**config.mk**
```make
export PLATFORM = sky130hd
export DESIGN_NAME = brd_wb2ps_wc_tagram
export DESIGN_NICKNAME = d
export VERILOG_FILES = /design/src/rtl/brd_wb2ps_wc_tagram.sv
export SDC_FILE = /design/constraint.sdc
export NUM_CORES = 1
export LEC_CHECK = 0
export ABC_AREA = 1
export ABC_CLOCK_PERIOD_IN_PS = 5900
export CORE_ASPECT_RATIO = 2
export CORE_MARGIN = 8
export CORE_UTILIZATION = 45
export DETAILED_ROUTE_END_ITERATION = 10
export HOLD_SLACK_MARGIN = 0.08
export PLACE_DENSITY = 0.58
export SLEW_MARGIN = 15
export SYNTH_ARGS = -nofsm -noshare
export SYNTH_HDL_FRONTEND = slang
export SYNTH_SLANG_ARGS = --single-unit
```
**constraint.sdc**
```tcl
create_clock -name cpuclk -period 5.9 [get_ports cpuclk]
set_input_delay 0.885 -clock cpuclk [delete_from_list [all_inputs] [get_ports cpuclk]]
set_output_delay 0.885 -clock cpuclk [all_outputs]
set_load 0.01 [all_outputs]
```
**src/rtl/brd_wb2ps_wc_tagram.sv**
```systemverilog
// brd_wb2ps_wc_tagram: 4-way x 16-line tag store with init sweep, lookup, fill and tree PLRU.
// Define WC_TAGRAM_DIRTY_EN for per-way dirty tracking and victim write-back reporting.
module brd_wb2ps_wc_tagram #(
  parameter int NWAY  = 4,
  parameter int TAG_W = 13
) (
  input  logic             cpuclk,
  input  logic             WSHRST_N,
  input  logic             taginit_en,
  input  logic [3:0]       taginit_lineno,
  input  logic             run_inittag,
  input  logic             lk_req,
  input  logic [16:0]      lk_adr,
  output logic             lk_ready,
  output logic             lk_ack,
  output logic             lk_hit,
  output logic [1:0]       lk_way,
  input  logic             fill_en,
  input  logic [1:0]       fill_way,
  input  logic [16:0]      fill_adr,
  output logic [TAG_W-1:0] lk_victim_tag,
  output logic             lk_victim_dirty,
  input  logic             lk_we
);
  logic             init_done;
  logic [TAG_W-1:0] tag_q [16][NWAY];
  logic [NWAY-1:0]  valid_q [16];
  logic [2:0]       plru_q [16];
  logic [3:0]       lk_line, fill_line;
  logic [NWAY-1:0]  match, vld;
  logic [2:0]       p;
  logic             accept, hit, fill_ok, touch_ok;
  logic [1:0]       hit_way, inv_way, vic_way;
  logic [TAG_W-1:0] vic_tag;
  logic             vic_dirty;

  function automatic logic [2:0] touch(input logic [2:0] pl, input logic [1:0] w);
    touch = w[1] ? {~w[0], pl[1], 1'b0} : {pl[2], ~w[0], 1'b1};
  endfunction

  assign lk_line   = lk_adr[3:0];
  assign fill_line = fill_adr[3:0];
  assign vld       = valid_q[lk_line];
  assign p         = plru_q[lk_line];
  assign lk_ready  = init_done & ~taginit_en & ~run_inittag;
  assign accept    = lk_req & lk_ready;

  for (genvar w = 0; w < NWAY; w++) begin : g_match
    assign match[w] = vld[w] & (tag_q[lk_line][w] == lk_adr[16:4]);
  end

  assign hit      = |match;
  assign hit_way  = match[0] ? 2'd0 : match[1] ? 2'd1 : match[2] ? 2'd2 : 2'd3;
  assign inv_way  = ~vld[0] ? 2'd0 : ~vld[1] ? 2'd1 : ~vld[2] ? 2'd2 : 2'd3;
  assign vic_way  = &vld ? {p[0], p[0] ? p[2] : p[1]} : inv_way;
  // a sweep beats a fill to the same line, and a fill beats the hit touch
  assign fill_ok  = fill_en & ~(taginit_en & (taginit_lineno == fill_line));
  assign touch_ok = accept & hit & ~(fill_en & (fill_line == lk_line));

  always_ff @(posedge cpuclk) begin
    if (touch_ok) plru_q[lk_line] <= touch(p, hit_way);
    if (fill_ok) begin
      tag_q[fill_line][fill_way]   <= fill_adr[16:4];
      valid_q[fill_line][fill_way] <= 1'b1;
      plru_q[fill_line]            <= touch(plru_q[fill_line], fill_way);
    end
    if (taginit_en) begin
      valid_q[taginit_lineno] <= '0;
      plru_q[taginit_lineno]  <= '0;
    end
  end

`ifdef WC_TAGRAM_DIRTY_EN
  logic [NWAY-1:0] dirty_q [16];
  always_ff @(posedge cpuclk) begin
    if (touch_ok & lk_we) dirty_q[lk_line][hit_way] <= 1'b1;
    if (fill_ok) dirty_q[fill_line][fill_way] <= 1'b0;
    if (taginit_en) dirty_q[taginit_lineno] <= '0;
  end
  assign vic_tag   = (~hit & vld[vic_way]) ? tag_q[lk_line][vic_way] : '0;
  assign vic_dirty = ~hit & vld[vic_way] & dirty_q[lk_line][vic_way];
`else
  logic unused_we;
  assign unused_we = lk_we;
  assign vic_tag   = '0;
  assign vic_dirty = 1'b0;
`endif

  always_ff @(posedge cpuclk) begin
    if (!WSHRST_N) begin
      lk_ack          <= 1'b0;
      lk_hit          <= 1'b0;
      lk_way          <= 2'd0;
      lk_victim_tag   <= '0;
      lk_victim_dirty <= 1'b0;
      init_done       <= 1'b0;
    end else begin
      lk_ack <= accept;
      if (accept) begin
        lk_hit          <= hit;
        lk_way          <= hit ? hit_way : vic_way;
        lk_victim_tag   <= vic_tag;
        lk_victim_dirty <= vic_dirty;
      end
      if (taginit_en && taginit_lineno == 4'hf) init_done <= 1'b1;
    end
  end

  a_onehot_match: assert property (@(posedge cpuclk) disable iff (!WSHRST_N) accept |-> $onehot0(match));
  a_fill_ready:   assert property (@(posedge cpuclk) disable iff (!WSHRST_N) (fill_en & ~taginit_en) |-> lk_ready);
endmodule
```
After elaboration in Yosys (flattened, before gate mapping)
Memories as Yosys holds them, arrays and structs flattened.
Cells that the tools add are included.
W data, S select, Z words.

word-level totals
  bits in registers = 5
  latch bits = 0
  bits in writable memories = 944
  bits in read-only memories = 0
  output and inout port bits = 19
  word-level logic and storage cells = 73
  memories kept = 3

memory list
  name     words  width  read ports  clocked after memory_dff  write ports  RTL line  source
  tag_q    16     52     1           0                         1            26        logic [TAG_W-1:0] tag_q [16][NWAY];
  valid_q  16     4      1           0                         2            27        logic [NWAY-1:0] valid_q [16];
  plru_q   16     3      1           0                         2            28        logic [2:0] plru_q [16];

operators by class
  add/subtract/negate cells = 0
  multipliers = 0
  div/mod/pow operators = 0
  order comparisons = 4
  eq/ne operators = 9
  shift-type cells = 0
  mux-type cells = 26
  bitwise operators = 19
  reduce and logical (&&, ||, !) cells = 8

operators with widths
  cell                  count
  $eq A13 B13 Y1        4
  $mux W52              1
  $demux W13 S2         1
  $mux W13              1
  $and A1 B1 Y1         12
  $mux W2               6
  $mux W1               11
  $mux W3               3
  $eq A4 B4 Y1          2
  $mux W4               2
  $not A1 Y1            6
  $eq A4 B4 Y1 const B  1
  $reduce_and A2 Y1     2
  $reduce_and A4 Y1     1
  $reduce_or A4 Y1      1
  $ge A3 B3 Y1 const B  1
  $logic_and A1 B1 Y1   3
  $lt A2 B3 Y1 const B  1
  $lt A3 B1 Y1 const B  1
  $not A2 Y3            1
  $reduce_or A3 Y1      1
  $demux W1 S2          1
  $ge A2 B1 Y1 const B  1
  $ne A1 B1 Y1 const B  2

Logic depth before layout (Yosys ltp)
  depth in word-level cells = 9
  depth in mapped cells = 24
  gate-level depth less buffers = 20

Worst setup path after synthesis
No wires, ideal clock.

  kind = input to register
  from = in fill_adr[3]
  to = mem tag_q[10][0] (netlist bit) (enable)
  setup time = 0.385 ns
  arrival time = 2.715 ns
  required time = 5.515 ns
  setup slack = 2.800 ns
  cell stages on the path = 10
  path buffers = 2
  path through = clkbuf_1 -> inv_1 -> o21ai_0 -> o21ai_0 -> clkinv_1 -> buf_2 -> nand3_1 -> nor2_1 -> inv_1 -> nor2_1

between the ends
  longest elaborated chain between the ends = 6

ends and longest elaborated chain
  what                            RTL line  source
  from (decl)                     20        input logic [16:0] fill_adr,
  $eq A4 B4 Y1                    57        assign fill_ok = fill_en & ~(taginit_en & (taginit_lineno == fill_line));
  $and A1 B1 Y1                   57
  $not A1 Y1                      57
  $and A1 B1 Y1                   57
  $mux W1                         62        if (fill_ok) begin
  $mux W52 (not written as such)  63        tag_q[fill_line][fill_way] <= fill_adr[16:4];
  to (decl)                       26

Parallel ways exist; a longest one is shown, timed or not.

==> results.cfg <==
[outcome]
status = finished clean

[placed_design]
gp_congestion = 0.914
pre_cts_slack_ns = 1.09
post-dp-hpwl_um = 77000
portBuffers = 50
place_inst = 5205

[setup_path]
crit_family = simple AND/OR/NAND/NOR gates
cp_num_buf_inv = 4
critPathCapture = plru_q[12][0]$_DFFE_PP_
r2r_slack_ns = 2.83
end_kind = register
cp_max_fo = 121
critPathMaxStageDelay_ns = 0.54
worstPathRequired_ns = 6.29
cp-startpoint = lk_adr[0]
crit_path_frequent_cell = nand2_1
startpoint_type = input port
critical_path_class = in2reg
r2r-end = plru_q[12][0]$_DFFE_PP_
cp_cell_sequence = buf_8, clkinv_8, buf_12, buf_4, nand2_1, nand2_1, nand2_1, nand3_1, nand3_1, nand3_1, nand2_1, nand2_1, nor2_1, nand2_1, nor2_2, nor2_2, nand2_2, nand3_2, nand2_2, nand2_1, nand2_1
critical_path_depth = 21
reg2reg_from = valid_q[14][2]$_SDFF_PP0_
slowest_stage = clkinv_8
arrival_ns = 4.53
reg2reg_depth = 18

[yosys]
synth-seq-cells = 949
yosysTopAreaCellShare_pct = 63.9
synthMuxAreaShare_pct = 0
netlist_top_cells_count = nand2_1, edfxtp_1, nand3_1
yosys.area_share.simple_pct = 21.0
avgSynthCellArea_um2 = 10.2
synth_largest_area_cell = edfxtp_1
synth_xor_area_share_pct = 0.0423
synth_compound_area_share_pct = 5.43
netlist_area_um2 = 41400
synthFlopType = edfxtp_1
yosys_warnings = 0
synth_cell_types = 34
async_reset_ff_share_pct = 0
synth_top_family_by_area = simple AND/OR/NAND/NOR gates
yosys-top-cells-area = edfxtp_1, nand2_1, nand3_1
syn_inst = 4065
synthAdderAreaFrac_pct = 0
synth.most_common_cell = nand2_1
synth_enable_flop_cells = 880
synth_seq_area_share_pct = 67.2

[clocking]
cts_setup_buffers = 0
clkSlewWorstSetupHoldPaths_ns = 0.07
clockBufferDepth = 3
hold_buffers = 0
clock-root-buffer = clkbuf_16
cts.sinks = 949
cts_resized = 0
numCtsBuffers = 79
cts.htree.levels = 3
clk_latency_ns = 0.68
cts_tree = built

[timing]
relSlewSlack_pct = 35.5
worst_slew_pin_slew_ns = 0.967
slew_violations = 0
setup_viol = 0
whs_ns = 0.451
rsz0062_at_grt = false
fmax_mhz = 241
hold_viol_final = 0
period_needed_ns = 4.15
fin_crit_sh_pct = 70.3
setup_ws_ns = 1.75
tns_ns = 0
clock-skew-final_ns = 0.0258

[global_route]
grt_max_degree = 158
gr-total-overflow = 0
grt_pass1_vias = 27400
antenna_found_initial = 1
grt.total_usage_pct = 23.9
grt_pass1_wl_um = 180000

[detailed_routing]
drt-vias-per-instance = 5.35
drc = 0
wl_per_cell_um = 23.3
routed_wl_um = 124000
postRouteAntennaNets = 0
first_pass_iters = 6
via_count = 28600
drt_iter0_markers = 2356

[pwr]
peakVddDrop_uv = 183
p_leak_nw = 18.0
power_density_nw_per_um2 = 306

[floorplan]
pin_count = 66
start_util_pct = 45.3
fp.dieW_um = 230
dieArea_um2 = 102000
coreArea_um2 = 91300
rows = 157
die_h_um = 445

[finish]
final_nets = 4141
n_fill_cell = 8156
utilization_pct = 50.2
fin_cells = 5348
syn_to_final_growth_pct = 10.7
drive_gt1_share_pct = 7.22

[worst_hold_path]
hold_path_class = reg2reg

[job]
maxCapViolCount = 0
==> worst min-delay path by stage <==
stage | start | end | slack, ns | cells after the start
CTS | fill_adr[8] | tag_q[6][4]$_DFFE_PP_ | 0.42 | 1
global route | fill_adr[8] | tag_q[5][4]$_DFFE_PP_ | 0.46 | 1
global placement | valid_q[2][0]$_SDFF_PP0_ | valid_q[2][0]$_SDFF_PP0_ | 0.44 | 2
detailed placement | valid_q[4][0]$_SDFF_PP0_ | valid_q[4][0]$_SDFF_PP0_ | 0.44 | 2
floorplan | valid_q[10][0]$_SDFF_PP0_ | valid_q[10][0]$_SDFF_PP0_ | 0.43 | 2
finish | valid_q[4][0]$_SDFF_PP0_ | valid_q[4][0]$_SDFF_PP0_ | 0.45 | 2
==> stage by stage <==
stage                     total power, mW  instance area (um^2)
after floorplan                      8.35                 41400
after global placement               8.82                 43200
after detailed placement             8.84                 43200
after CTS                            14.1                 45800
after global routing                 14.4                 45800
final                                14.0                 45800
==> logic make-up (layout without fill, tap and decap cells) <==
logic type / after synthesis / count (layout)
other: 1 / 15
xor gates and xnor gates: 2 / 2
buffers and inverters: 602 / 679
DFF: 949 / 949
and+or+nand+nor: 2134 / 2134
AOI/OAI and AO/OA: 377 / 377
==> area by class of cell <==
type	count	area, um^2	share of cell area, %
Sequential cell	949	27800	60.7
Tap cell	1192	1490	3.26
Antenna cell	1	2.50	0.00546
Multi-Input combinational cell	2527	11000	24.1
Timing Repair Buffer	163	1480	3.24
Clock inverter	48	447	0.975
Clock buffer	94	2120	4.64
Inverter	374	1430	3.12
==> layer usage <==
layer	share of wire [%]	track usage (%)	vias up
li1	-	-	13600
met1	36	26.0	13900
met2	52	43.2	865
met3	5.2	2.99	264
met4	7.1	15.6	0
met5	0	0	-
==> report_power, final <==
part	internal, mW	total, mW	switching [mW]
Combinational	0.325	1.16	0.838
Sequential	7.48	7.52	0.0414
Clock	2.93	5.34	2.41
Total	10.7	14.0	3.29
==> placed cells by master, fill, tap and decap left out, drive strengths merged, types with 39 or more instances in the layout <==
| master | instances |
|---|---|
| dfxtp | 69 |
| inv | 373 |
| o21ai | 168 |
| buf | 130 |
| clkbuf | 94 |
| nand3 | 491 |
| nand2 | 1220 |
| nor2 | 409 |
| a21oi | 94 |
| o211ai | 69 |
| edfxtp | 880 |
| clkinv | 39 |
==> registers in the layout, summed over array words and instances (netlist names) <==
signal,cells
init_done,1
lk_ack,1
lk_hit,1
lk_way,2
plru_q,48
tag_q,832
valid_q,64
==> worst register-to-register path: cells and delay by family, from the launching register on <==
family | cells | cell delay [ns]
buffers and inverters | 1 | 0.05
AOI/OAI and AO/OA | 1 | 0.09
and+or+nand+nor | 16 | 2.34
DFF | 1 | 0.33
(Power assumes the default switching activity.)
